$ cat src/rtl/cmd_arb.sv
// cmd_arb: arbitrates the cmd_proc command port between the UART command
// source and the tour move sequencer, hands the granted command over with a
// cmd_rdy/clr_cmd_rdy handshake, waits for completion and forwards the
// completion byte (A5 done, 5A move in progress) to the UART transmitter.
//
// Ports:
//   clk, rst          single clock, asynchronous active-high reset
//   ucmd/ucmd_vld     UART command word and level request; ucmd_clr pulses on grant
//   tcmd/tcmd_vld     tour move word and level request; tcmd_last marks the final move;
//                     tcmd_ack pulses on grant
//   cmd/cmd_rdy       registered command and valid to cmd_proc
//   clr_cmd_rdy       cmd_proc accepted the command
//   send_resp         cmd_proc finished the command
//   resp/resp_trmt    response byte and one-cycle transmit strobe to the UART
//   resp_sent         UART finished transmitting the response
//   tour_active       tour lock: UART requests are held off while set
//   timeout           one-cycle pulse when a command is abandoned
module cmd_arb #(
  parameter int unsigned     TO_W    = 24,
  parameter logic [TO_W-1:0] TIMEOUT = 24'd10_000_000
) (
  input  logic        clk,
  input  logic        rst,
  input  logic [15:0] ucmd,
  input  logic        ucmd_vld,
  output logic        ucmd_clr,
  input  logic [15:0] tcmd,
  input  logic        tcmd_vld,
  input  logic        tcmd_last,
  output logic        tcmd_ack,
  output logic [15:0] cmd,
  output logic        cmd_rdy,
  input  logic        clr_cmd_rdy,
  input  logic        send_resp,
  output logic [7:0]  resp,
  output logic        resp_trmt,
  input  logic        resp_sent,
  output logic        tour_active,
  output logic        timeout
);

  localparam logic [1:0] ST_IDLE  = 2'd0;
  localparam logic [1:0] ST_GRANT = 2'd1;
  localparam logic [1:0] ST_BUSY  = 2'd2;
  localparam logic [1:0] ST_RESP  = 2'd3;

  localparam logic [TO_W-1:0] TO_LAST = TIMEOUT - TO_W'(1);

  logic [1:0]      r_state;
  logic [1:0]      w_state_nxt;
  logic            r_owner_tour;
  logic            r_last;
  logic [TO_W-1:0] r_cnt;
  logic [15:0]     r_cmd;
  logic            r_cmd_rdy;
  logic [7:0]      r_resp;
  logic            r_resp_trmt;
  logic            r_tour_active;
  logic            r_timeout;

  logic            w_grant_t;
  logic            w_grant_u;
  logic            w_expire;
  logic            w_tour_done;
  logic [7:0]      w_resp_val;

  always_comb begin
    w_grant_t   = (r_state == ST_IDLE) & tcmd_vld;
    // UART loses to the tour and is locked out for the whole tour
    w_grant_u   = (r_state == ST_IDLE) & ~tcmd_vld & ucmd_vld & ~r_tour_active;
    w_tour_done = (r_state == ST_RESP) & resp_sent & r_owner_tour & r_last;
    w_resp_val  = (!r_owner_tour || r_last) ? 8'hA5 : 8'h5A;
    w_expire    = 1'b0;
    w_state_nxt = r_state;
    case (r_state)
      ST_IDLE: begin
        if (w_grant_t || w_grant_u) w_state_nxt = ST_GRANT;
      end
      ST_GRANT: begin
        if (clr_cmd_rdy) begin
          w_state_nxt = send_resp ? ST_RESP : ST_BUSY;
        end else if (!send_resp && r_cnt == TO_LAST) begin
          w_expire    = 1'b1;
          w_state_nxt = ST_IDLE;
        end
      end
      ST_BUSY: begin
        if (send_resp) begin
          w_state_nxt = ST_RESP;
        end else if (!clr_cmd_rdy && r_cnt == TO_LAST) begin
          w_expire    = 1'b1;
          w_state_nxt = ST_IDLE;
        end
      end
      ST_RESP: begin
        if (resp_sent) w_state_nxt = ST_IDLE;
      end
      default: w_state_nxt = ST_IDLE;
    endcase
  end

  always_ff @(posedge clk or posedge rst) begin
    if (rst) begin
      r_state       <= ST_IDLE;
      r_owner_tour  <= 1'b0;
      r_last        <= 1'b0;
      r_cnt         <= '0;
      r_cmd         <= '0;
      r_cmd_rdy     <= 1'b0;
      r_resp        <= '0;
      r_resp_trmt   <= 1'b0;
      r_tour_active <= 1'b0;
      r_timeout     <= 1'b0;
    end else begin
      r_state     <= w_state_nxt;
      r_timeout   <= w_expire;
      r_resp_trmt <= (r_state != ST_RESP) && (w_state_nxt == ST_RESP);

      if (w_grant_t || w_grant_u) begin
        r_cmd        <= w_grant_t ? tcmd : ucmd;
        r_owner_tour <= w_grant_t;
        if (w_grant_t) r_last <= tcmd_last;
        r_cnt        <= '0;
        r_cmd_rdy    <= 1'b1;
      end else if (r_state == ST_GRANT || r_state == ST_BUSY) begin
        if (r_cnt != TIMEOUT) r_cnt <= r_cnt + TO_W'(1);
        if (w_expire || (r_state == ST_GRANT && clr_cmd_rdy)) r_cmd_rdy <= 1'b0;
      end

      // resp is loaded once on entry and then held for the whole RESP stay
      if (r_state != ST_RESP && w_state_nxt == ST_RESP) r_resp <= w_resp_val;

      if (w_grant_t) begin
        r_tour_active <= 1'b1;
      end else if (w_expire || w_tour_done) begin
        r_tour_active <= 1'b0;
      end
    end
  end

  // Grant strobes are combinational so the requester sees consumption in the
  // grant cycle; gated by rst so every output reads 0 during reset.
  assign tcmd_ack    = w_grant_t & ~rst;
  assign ucmd_clr    = w_grant_u & ~rst;
  assign cmd         = r_cmd;
  assign cmd_rdy     = r_cmd_rdy;
  assign resp        = r_resp;
  assign resp_trmt   = r_resp_trmt;
  assign tour_active = r_tour_active;
  assign timeout     = r_timeout;

endmodule
$ cat config.mk
export PLATFORM = sky130hd
export DESIGN_NAME = cmd_arb
export DESIGN_NICKNAME = d
export VERILOG_FILES = /design/src/rtl/cmd_arb.sv
export SDC_FILE = /design/constraint.sdc
export NUM_CORES = 1
export LEC_CHECK = 0
export ABC_AREA = 1
export BUFFER_PORTS_ARGS = -buffer_cell sky130_fd_sc_hd__buf_4
export CAP_MARGIN = 20
export CORE_ASPECT_RATIO = 1.75
export CORE_MARGIN = 5
export CORE_UTILIZATION = 45
export CTS_CLUSTER_DIAMETER = 50
export CTS_CLUSTER_SIZE = 14
export DETAILED_ROUTE_END_ITERATION = 10
export GPL_TIMING_DRIVEN = 1
export PLACE_DENSITY = 0.77
export SYNTH_ARGS = -nofsm -noshare
export SYNTH_HDL_FRONTEND = slang
export SYNTH_SLANG_ARGS = --single-unit
$ cat constraint.sdc
create_clock -name clk -period 1.7 [get_ports clk]
set_clock_uncertainty 0.05 [all_clocks]
set_input_delay 0.085 -clock clk [delete_from_list [all_inputs] [get_ports clk]]
set_output_delay 0.085 -clock clk [all_outputs]
set_load 0.05 [all_outputs]
==> impl_metrics.env, run 1 <==
export IMPL_run_status="finished, violations left"
export IMPL_failing_checks="negative setup slack"
export IMPL_hold_violation_count_in_the_final_report=0
export IMPL_fin_tns_setup_ns=-0.774
export IMPL_route_detailed_wl_per_inst_um=16.0
export IMPL_grt_setup_unrepaired="true"
export IMPL_grt_overflow_total=0
export IMPL_syn_nets=450
export IMPL_detailedPlacementHpwl_mm=7.19
export IMPL_fp_coreArea_sq_um=6590
export IMPL_cts_root_buf="sky130_fd_sc_hd__clkbuf_16"
export IMPL_count_of_flip_flops_with_a_built_in_enable_after_synthesis=0
export IMPL_tritonroute_pass_1_iters=4
export IMPL_cts_tree="yes"
export IMPL_cts_root_to_sink_buffers=2
export IMPL_netSwitchingFraction=0.496
export IMPL_worst_setup_hold_path_clk_slew_ns=0.07
export IMPL_worst_ir_drop_vdd_v=0.00128
export IMPL_power_frac_seq=0.246
export IMPL_drt_iter0_markers=167
export IMPL_synthesis_yosys_warnings=0
export IMPL_route_final_wire_length_mm=9.54
export IMPL_final_setup_worst_slack_ns=-0.0872
export IMPL_start_util=0.462
export IMPL_floorplan_rows=39
export IMPL_worstSetupEndpointType="flop"
export IMPL_synthCells=403
export IMPL_share_clk_of_total_power=0.135
export IMPL_yosysSeqAreaShare=0.411
export IMPL_grt_first_pass_wirelength_mm=15.2
export IMPL_number_of_cts_inserted_buffers=5
export IMPL_synth_main_ff_cell="sky130_fd_sc_hd__dfrtp_1"
export IMPL_final_setup_viol_count=22
export IMPL_comb_power_share=0.619
export IMPL_worst_ep_required_time_ns=1.84
export IMPL_r2r_slack_ns=-0.09
export IMPL_antenna_found_initial=0
export IMPL_number_of_top_level_pins=70
export IMPL_die_height_um=119
export IMPL_worst_pin_slew_ns=0.564
export IMPL_ant_nets=0
export IMPL_cts_htree_levels=2
export IMPL_routed_via_count=3192
export IMPL_criticalPathCategory="reg2reg"
export IMPL_drt_vias_per_instance=5.35
export IMPL_worst_path_max_fanout=4
export IMPL_pwr_density_cell_nw_per_um2=1680
export IMPL_dp_cells=582
export IMPL_max_slew_margin_rel=0.624
export IMPL_synth_async_sr_flop_share=1.00
export IMPL_cap_violations=0
export IMPL_hold_path_class="in2reg"
export IMPL_stdcell_count=597
export IMPL_drt_drc_violations_left=0
export IMPL_flow_area_growth_from_synthesis_pct=44.2
export IMPL_finalCritPeriodShare=1.05
export IMPL_layout_nets=561
export IMPL_layout_common_cells="sky130_fd_sc_hd__buf_4 (117), sky130_fd_sc_hd__nand2_1 (84), sky130_fd_sc_hd__dfrtp_1 (46)"
export IMPL_gp_routability_congestion=0.976
export IMPL_worstPathArrival_ns=1.93
export IMPL_globalRouteTotalUtil=0.225
export IMPL_period_minus_slack_ns=1.79
export IMPL_final_common_cell="sky130_fd_sc_hd__buf_4"
export IMPL_clk_insertion_delay_late_ns=0.30
export IMPL_cts_num_sinks=50
export IMPL_grt_pass1_vias=3362
export IMPL_floorplan_die_width_um=72.2
export IMPL_portBuffers=69
export IMPL_slew_viol_final=0
export IMPL_design_die_area_sq_um=8570
export IMPL_timing_critical_path_from_type="flop"
export IMPL_synth_area_per_cell_sq_um=7.55
export IMPL_grt_start_max_net_pins=39
export IMPL_max_freq_ghz=0.560
export IMPL_drive_above_1_share=0.373
export IMPL_power_internal_mw=3.73
export IMPL_insertedDiodeCount=0
export IMPL_netSwitchingPower_mw=3.66
export IMPL_synth_cell_type_count=33
export IMPL_power_leakage_nw=2.01
export IMPL_synth_seq_cells=50
export IMPL_syn_area_sq_um=3040
==> synthesized netlist by cell type (2+ instances only) <==
master	n	area share
sky130_fd_sc_hd__xor2_1	11	0.032
sky130_fd_sc_hd__buf_1	2	0.0025
sky130_fd_sc_hd__a21oi_1	5	0.0082
sky130_fd_sc_hd__nor3_1	7	0.012
sky130_fd_sc_hd__o21ai_0	14	0.023
sky130_fd_sc_hd__nand2_2	3	0.0062
sky130_fd_sc_hd__buf_4	7	0.017
sky130_fd_sc_hd__a31oi_1	16	0.033
sky130_fd_sc_hd__nand2_1	93	0.11
sky130_fd_sc_hd__buf_2	8	0.013
sky130_fd_sc_hd__nand4_1	14	0.029
sky130_fd_sc_hd__nand3b_1	2	0.0049
sky130_fd_sc_hd__o31ai_1	16	0.039
sky130_fd_sc_hd__inv_1	38	0.047
sky130_fd_sc_hd__xnor2_1	6	0.017
sky130_fd_sc_hd__nor4_1	4	0.0082
sky130_fd_sc_hd__ha_1	7	0.029
sky130_fd_sc_hd__dfrtp_1	50	0.41
sky130_fd_sc_hd__clkbuf_1	5	0.0062
sky130_fd_sc_hd__nor2_1	50	0.062
sky130_fd_sc_hd__or2_2	2	0.0041
sky130_fd_sc_hd__nand3_1	32	0.053
==> kinds of logic (layout without fill, tap and decap cells) <==
group	after synthesis	in the layout	synth area share
AO/OA/AOI/OAI	54	54	0.111
AND/OR/NAND/NOR	212	212	0.308
adder cells (fa/ha/maj)	7	7	0.0288
buffers and inverters	62	174	0.0888
flip-flops	50	50	0.411
multiplexers	1	1	0.00370
XOR/XNOR	17	17	0.0489
==> stage by stage <==
| step | instance area, sq um | total power, mW | setup WS [ns] | hold WS [ns] | util |
|---|---|---|---|---|---|
| 2_1_floorplan | 3090 | 4.55 | 0.00539 | 0.186 | - |
| 3_3_place_gp | 3970 | 5.68 | -0.110 | 0.142 | 0.602 |
| 3_5_place_dp | 3970 | 5.77 | -0.125 | 0.147 | 0.602 |
| 4_1_cts | 4270 | 7.16 | -0.0806 | 0.00760 | 0.649 |
| 5_1_grt | 4390 | 7.79 | -0.226 | 0.0154 | 0.666 |
| 6_report | 4390 | 7.39 | -0.0872 | 0.00795 | 0.666 |
==> path summary, 6_finish.rpt <==
kind,end,cells after the start,startpoint
max,resp[6],15,r_cnt[1]
min,cmd[5],3,ucmd[5]
min reg2reg,cmd[5],2,cmd[5]
max reg2reg,resp[6],15,r_cnt[1]
min in group asynchronous,cmd[10],3,rst
max in group asynchronous,r_cnt[6],4,rst
==> critical path: stages (launching register included) <==
cell	delay (ns)
sky130_fd_sc_hd__dfrtp_1	0.39
sky130_fd_sc_hd__buf_6	0.12
sky130_fd_sc_hd__ha_4	0.12
sky130_fd_sc_hd__nand3_2	0.08
sky130_fd_sc_hd__clkinv_2	0.07
sky130_fd_sc_hd__nand2_2	0.07
sky130_fd_sc_hd__nor2_2	0.10
sky130_fd_sc_hd__nand3_2	0.08
sky130_fd_sc_hd__nand2_1	0.06
sky130_fd_sc_hd__nand2_1	0.05
sky130_fd_sc_hd__nand2_1	0.08
sky130_fd_sc_hd__nand2_2	0.07
sky130_fd_sc_hd__nor2_4	0.18
sky130_fd_sc_hd__nor2_4	0.06
sky130_fd_sc_hd__nand2_1	0.05
sky130_fd_sc_hd__nand2_1	0.05
==> layer usage <==
metal,GRT usage,up-vias,routed length [um]
li1,-,1551,-
met3,0.0493,39,459
met2,0.407,113,5220
met1,0.214,1489,3280
met5,0,-,0
met4,0.160,0,582
==> cell type report <==
class	count	area [sq um]
inverters	40	151
multi-input cells	291	1740
well taps	82	103
fillers	544	2200
repair buffers	126	1000
clock buffers	6	129
flip-flops and latches	50	1260
clock inverters	2	10.0
==> timing repair <==
action / 4_1_cts / 5_1_grt
hold buffers: 2 / 0
hold endpoints to repair: 27 / 0
buffers inserted: 4 / 0
endpoints found under the setup margin: 29 / 30
gates cloned: 1 / 1
pin swaps: 2 / 6
resized for setup: 29 / 28
==> registers in the layout, indices dropped and copies added, names as in the netlist <==
name	flops
r_owner_tour	1
r_cnt	24
resp_trmt	1
r_last	1
cmd_rdy	1
resp	2
tour_active	1
cmd	16
r_state	2
timeout	1
==> power by group through the flow <==
stage / clock [mW] / sequential, mW / combinational [mW]
after global routing: 1.05 / 1.87 / 4.87
final: 0.999 / 1.82 / 4.57
after floorplan: 0 / 2.63 / 1.92
after detailed placement: 0 / 1.82 / 3.96
after CTS: 1.01 / 1.81 / 4.35
after global placement: 0 / 1.81 / 3.87
Note: power is estimated with default switching activity, not from simulation.
==> run 2, diff against run 1 <==
- SKIP_CTS_REPAIR_TIMING: default -> 1
==> impl_metrics.env, run 2 (synthesis gave the netlist of run 1 again) <==
export IMPL_run_status="finished, violations left"
export IMPL_failing_checks="negative setup slack"
export IMPL_final_setup_worst_slack_ns=-0.166
export IMPL_drt_vias_per_instance=5.41
export IMPL_timing_critical_path_from="r_state[1]"
export IMPL_floorplan_rows=39
export IMPL_criticalPathCategory="reg2reg"
export IMPL_grt_pass1_vias=3292
export IMPL_start_util=0.462
export IMPL_drt_iter0_markers=160
export IMPL_ant_nets=0
export IMPL_grt_first_pass_wirelength_mm=15.0
export IMPL_largest_register_ff_count=24
export IMPL_number_of_cts_inserted_buffers=5
export IMPL_fp_coreArea_sq_um=6590
export IMPL_layout_nets=564
export IMPL_layout_common_cells="sky130_fd_sc_hd__buf_4 (120), sky130_fd_sc_hd__nand2_1 (87), sky130_fd_sc_hd__dfrtp_1 (47)"
export IMPL_gp_routability_congestion=0.976
export IMPL_final_setup_viol_count=25
export IMPL_share_clk_of_total_power=0.134
export IMPL_critical_path_reg2reg_startpoint="r_state[1]"
export IMPL_min_delay_start="ucmd[11]"
export IMPL_finalCritPeriodShare=1.10
export IMPL_die_height_um=119
export IMPL_worst_ep_required_time_ns=1.83
export IMPL_tritonroute_pass_1_iters=4
export IMPL_clk_insertion_delay_late_ns=0.30
export IMPL_cell_by_cell_listing_of_the_critical_path="inv_2 -> buf_4 -> ha_1 -> a21oi_1 -> o21ai_0 -> a21oi_1 -> nand2_2 -> nand3_4 -> nor2_4 -> nand2_1 -> nand2_1"
export IMPL_design_die_area_sq_um=8570
export IMPL_post_place_ws_ns=-0.125
export IMPL_worst_setup_hold_path_clk_slew_ns=0.07
export IMPL_power_internal_mw=3.78
export IMPL_routed_via_count=3247
export IMPL_drt_drc_violations_left=0
export IMPL_cts_htree_levels=2
export IMPL_design_power_total_mw=7.48
export IMPL_cap_violations=0
export IMPL_period_minus_slack_ns=1.87
export IMPL_r2r_slack_ns=-0.17
export IMPL_globalRouteTotalUtil=0.221
export IMPL_number_of_top_level_pins=70
export IMPL_floorplan_die_width_um=72.2
export IMPL_path_delay_family="compound AO/OA/AOI/OAI gates"
export IMPL_final_common_cell="sky130_fd_sc_hd__buf_4"
export IMPL_worst_pin_slew_ns=0.571
export IMPL_netSwitchingFraction=0.495
export IMPL_power_leakage_nw=2.00
export IMPL_slew_viol_final=0
export IMPL_drive_above_1_share=0.365
export IMPL_timing_critical_path_slowest_stage_cell="sky130_fd_sc_hd__dfrtp_1"
export IMPL_worst_ir_drop_vdd_v=0.00131
export IMPL_grt_overflow_total=0
export IMPL_cts_root_buf="sky130_fd_sc_hd__clkbuf_16"
export IMPL_grt_setup_unrepaired="true"
export IMPL_cts_tree="yes"
export IMPL_worstPathArrival_ns=1.99
export IMPL_timing_critical_path_from_type="flop"
export IMPL_max_freq_ghz=0.536
export IMPL_comb_power_share=0.623
export IMPL_portBuffers=69
export IMPL_antenna_found_initial=0
export IMPL_pwr_density_cell_nw_per_um2=1710
export IMPL_fillers=554
export IMPL_netSwitchingPower_mw=3.70
export IMPL_flow_area_growth_from_synthesis_pct=44.0
export IMPL_end_of_flow_core_utilization=0.666
export IMPL_route_final_wire_length_mm=9.67
export IMPL_insertedDiodeCount=0
export IMPL_hold_path_class="in2reg"
export IMPL_worst_path_max_fanout=4
export IMPL_hold_violation_count_in_the_final_report=0
export IMPL_critPathMaxStageDelay_ns=0.37
export IMPL_worstSetupEndpointType="flop"
export IMPL_cts_num_sinks=50
export IMPL_detailedPlacementHpwl_mm=7.19
export IMPL_max_slew_margin_rel=0.619
export IMPL_cts_root_to_sink_buffers=2
export IMPL_top_register="r_cnt"
export IMPL_power_frac_seq=0.243
export IMPL_timing_critical_path_buf_inv=2
export IMPL_route_detailed_wl_per_inst_um=16.1
export IMPL_grt_start_max_net_pins=39
==> run 2: changes by cell type in the layout (fill, tap and decap cells not counted), moves of 2 or more <==
cell                      delta
sky130_fd_sc_hd__buf_4       +3
sky130_fd_sc_hd__nand2_1     +3
sky130_fd_sc_hd__nand2_2     -2
sky130_fd_sc_hd__nand2_4     -2
sky130_fd_sc_hd__o21ai_0     -4
sky130_fd_sc_hd__o21ai_1     +3
sky130_fd_sc_hd__o31ai_1     +4
sky130_fd_sc_hd__o31ai_2     -3
==> run 2: final cells by class <==
class | count | area [sq um] | share of cell area
multi-input combinational | 291 | 1720 | 0.392
timing repair buffer | 129 | 1020 | 0.232
clock inverter | 2 | 10.0 | 0.00228
inverter | 40 | 154 | 0.0351
sequential | 50 | 1250 | 0.286
clock buffer | 6 | 129 | 0.0294
tap | 82 | 103 | 0.0234
==> run 2: path summary, 6_finish.rpt <==
| path | endpoint | cells past startpoint |
|---|---|---|
| setup reg to reg | resp[5] | 11 |
| hold reg to reg | cmd[5] | 2 |
| setup / recovery | resp[5] | 11 |
| hold / removal | cmd[11] | 3 |
| max in group asynchronous | r_cnt[6] | 4 |
| min in group asynchronous | cmd[2] | 3 |
==> run 2: power groups by stage <==
stage	clock network (mW)	registers, mW	logic (mW)
final	1.00	1.82	4.66
after global routing	1.05	1.86	4.98
after CTS	1.01	1.80	3.97
after detailed placement	0	1.82	3.96
after global placement	0	1.81	3.87
after floorplan	0	2.63	1.92
==> run 2: worst register-to-register path, delay by kind of cell (launching register included) <==
kind,cells,cell delay [ns]
AO/OA/AOI/OAI,3,0.50
AND/OR/NAND/NOR,5,0.40
flip-flops,1,0.37
adder cells (fa/ha/maj),1,0.22
buffers and inverters,2,0.21
==> run 2: metrics by stage <==
stage | hold slack (ns) | TNS (ns) | cell area (sq um) | std cells
floorplan | 0.186 | 0 | 3090 | 403
finish | 0.00672 | -1.56 | 4380 | 600
detailed placement | 0.147 | -0.878 | 3970 | 582
global placement | 0.142 | -0.425 | 3970 | 582
CTS | -0.170 | -2.25 | 4100 | 590
global route | 0.0150 | -6.11 | 4380 | 600
==> run 2: per-layer routing <==
layer,global-route usage,wire [um]
met1,0.215,3360
met2,0.401,5170
met3,0.0442,536
met4,0.149,598
met5,0,0
==> run 3, diff against run 2 <==
- CORE_UTILIZATION: 45 -> 54
- PLACE_DENSITY: 0.77 -> 0.86
- clock period: 1.7 -> 2.1 ns (I/O delays scaled with it)
==> impl_metrics.env, run 3 (synthesis gave the netlist of run 1 again) <==
export IMPL_ff_latch_area_sq_um=1250
export IMPL_grt_start_max_net_pins=51
export IMPL_grt_overflow_total=0
export IMPL_antenna_found_initial=0
export IMPL_met1_wirelength_mm=2.81
export IMPL_period_minus_slack_ns=1.95
export IMPL_cap_violations=0
export IMPL_worst_pin_slew_ns=0.626
export IMPL_floorplan_rows=36
export IMPL_detailedPlacementHpwl_mm=6.08
export IMPL_cts_tree="yes"
export IMPL_timing_critical_path_from="r_cnt[0]"
export IMPL_failing_checks="negative hold slack"
export IMPL_max_slew_margin_rel=0.582
export IMPL_cts_num_sinks=50
export IMPL_fin_tns_setup_ns=0
export IMPL_timing_critical_path_from_type="flop"
export IMPL_floorplan_die_width_um=66.8
export IMPL_number_of_cts_inserted_buffers=5
export IMPL_fp_coreArea_sq_um=5540
export IMPL_power_leakage_nw=1.74
export IMPL_worstReg2RegEnd="r_cnt[2]"
export IMPL_footprint_of_the_multi_input_gates_sq_um=1540
export IMPL_timing_critical_path_slowest_stage_cell="sky130_fd_sc_hd__dfrtp_1"
export IMPL_worst_ep_required_time_ns=2.28
export IMPL_fillers=450
export IMPL_largest_register_ff_count=24
export IMPL_hold_path_class="in2async"
export IMPL_final_common_cell="sky130_fd_sc_hd__nand2_1"
export IMPL_top_register="r_cnt"
export IMPL_grt_pass1_vias=2859
export IMPL_worstPathArrival_ns=2.13
export IMPL_drt_iter0_markers=282
export IMPL_timing_hold_ws_ns=-0.0717
export IMPL_clk_insertion_delay_late_ns=0.30
export IMPL_insertedDiodeCount=0
export IMPL_worstSetupEndpointType="flop"
export IMPL_routed_via_count=2957
export IMPL_met3RoutedLength_um=465
export IMPL_cell_by_cell_listing_of_the_critical_path="inv_1 -> ha_1 -> nand4_1 -> nor4_2 -> nand4_1 -> o21ai_2 -> buf_12 -> o21ai_0 -> a21oi_1"
export IMPL_hold_violation_count_in_the_final_report=50
export IMPL_critPathMaxStageDelay_ns=0.40
export IMPL_pwr_density_cell_nw_per_um2=1400
export IMPL_flow_area_growth_from_synthesis_pct=25.6
export IMPL_globalRouteTotalUtil=0.237
export IMPL_layout_common_cells="sky130_fd_sc_hd__nand2_1 (93), sky130_fd_sc_hd__buf_4 (78), sky130_fd_sc_hd__nor2_1 (50)"
export IMPL_drt_vias_per_instance=5.41
export IMPL_worst_ir_drop_vdd_v=0.00102
export IMPL_start_util=0.549
export IMPL_grt_setup_unrepaired="false"
export IMPL_finalCritPeriodShare=0.928
export IMPL_ant_nets=0
export IMPL_route_top_layer_used="met4"
export IMPL_run_status="finished, violations left"
export IMPL_route_detailed_wl_per_inst_um=14.6
export IMPL_worst_path_max_fanout=22
export IMPL_drive_above_1_share=0.225
export IMPL_gp_routability_congestion=0.942
export IMPL_design_die_area_sq_um=7300
export IMPL_layout_nets=517
export IMPL_max_freq_ghz=0.513
export IMPL_r2r_worst_path_cells=9
export IMPL_number_of_top_level_pins=70
export IMPL_worst_setup_hold_path_clk_slew_ns=0.09
export IMPL_cts_root_buf="sky130_fd_sc_hd__clkbuf_8"
export IMPL_final_setup_viol_count=0
export IMPL_critical_path_reg2reg_startpoint="r_cnt[0]"
export IMPL_cts_htree_levels=2
export IMPL_wl_met2_mm=4.29
export IMPL_critical_path_top_cell_by_count="sky130_fd_sc_hd__nand4_1"
export IMPL_grt_first_pass_wirelength_mm=13.2
export IMPL_drt_drc_violations_left=0
export IMPL_slew_viol_final=0
export IMPL_tritonroute_pass_1_iters=4
export IMPL_die_height_um=109
export IMPL_route_final_wire_length_mm=7.96
export IMPL_cts_root_to_sink_buffers=2
export IMPL_portBuffers=69
export IMPL_r2r_slack_ns=0.15
export IMPL_criticalPathCategory="reg2reg"
-- run 3: changes by cell type in the layout (fill, tap and decap cells not counted), moves of 5 or more --
cell / before / now
sky130_fd_sc_hd__buf_4: 120 / 78
sky130_fd_sc_hd__clkbuf_16: 6 / 0
sky130_fd_sc_hd__clkbuf_8: 0 / 6
sky130_fd_sc_hd__inv_1: 30 / 36
sky130_fd_sc_hd__inv_2: 7 / 2
sky130_fd_sc_hd__nand2_1: 87 / 93
sky130_fd_sc_hd__nand2_2: 7 / 2
sky130_fd_sc_hd__nor2_1: 43 / 50
sky130_fd_sc_hd__nor2_2: 7 / 1
-- run 3: worst max-delay path, delay by kind of cell, from the launching register on --
family,cells,cell delay (ns)
flip-flops,1,0.40
AND/OR/NAND/NOR,3,0.47
buffers and inverters,2,0.34
AO/OA/AOI/OAI,3,0.39
adder cells (fa/ha/maj),1,0.23
-- run 3: stage by stage --
step	cells	power (mW)	util	setup slack, ns	area [sq um]
floorplan	403	3.61	-	0.179	3040
global placement	533	4.41	0.653	0.164	3620
detailed placement	533	4.47	0.653	0.0743	3620
CTS	541	5.32	0.678	0.0272	3760
global route	547	5.71	0.690	0.000529	3820
finish	547	5.36	0.690	0.152	3820
-- run 3: where the power goes --
| part | internal, mW | switching [mW] | leakage [nW] |
|---|---|---|---|
| logic | 0.992 | 2.04 | 1.05 |
| registers | 1.26 | 0.238 | 0.626 |
| clock network | 0.508 | 0.322 | 0.0714 |
-- run 3: worst max-delay path by stage --
stage	to	cells after the start
after global placement	r_cnt[18]	10
after CTS	r_cnt[18]	10
after detailed placement	r_cnt[18]	10
final	r_cnt[2]	9
after floorplan	tcmd_ack	6
after global routing	resp[5]	13
-- run 3: final cells by class --
| cell class | count | area share |
|---|---|---|
| Tap cell | 76 | 0.0249 |
| Clock inverter | 2 | 0.0157 |
| Sequential cell | 50 | 0.328 |
| Inverter | 40 | 0.0396 |
| Timing Repair Buffer | 82 | 0.168 |
| Clock buffer | 6 | 0.0216 |
| Multi-Input combinational cell | 291 | 0.403 |
-- run 3: layer usage --
layer  track usage  vias to the layer above
li1              -                     1462
met1         0.249                     1354
met2         0.417                      110
met3        0.0542                       31
met4         0.150                        0
met5             0                        -
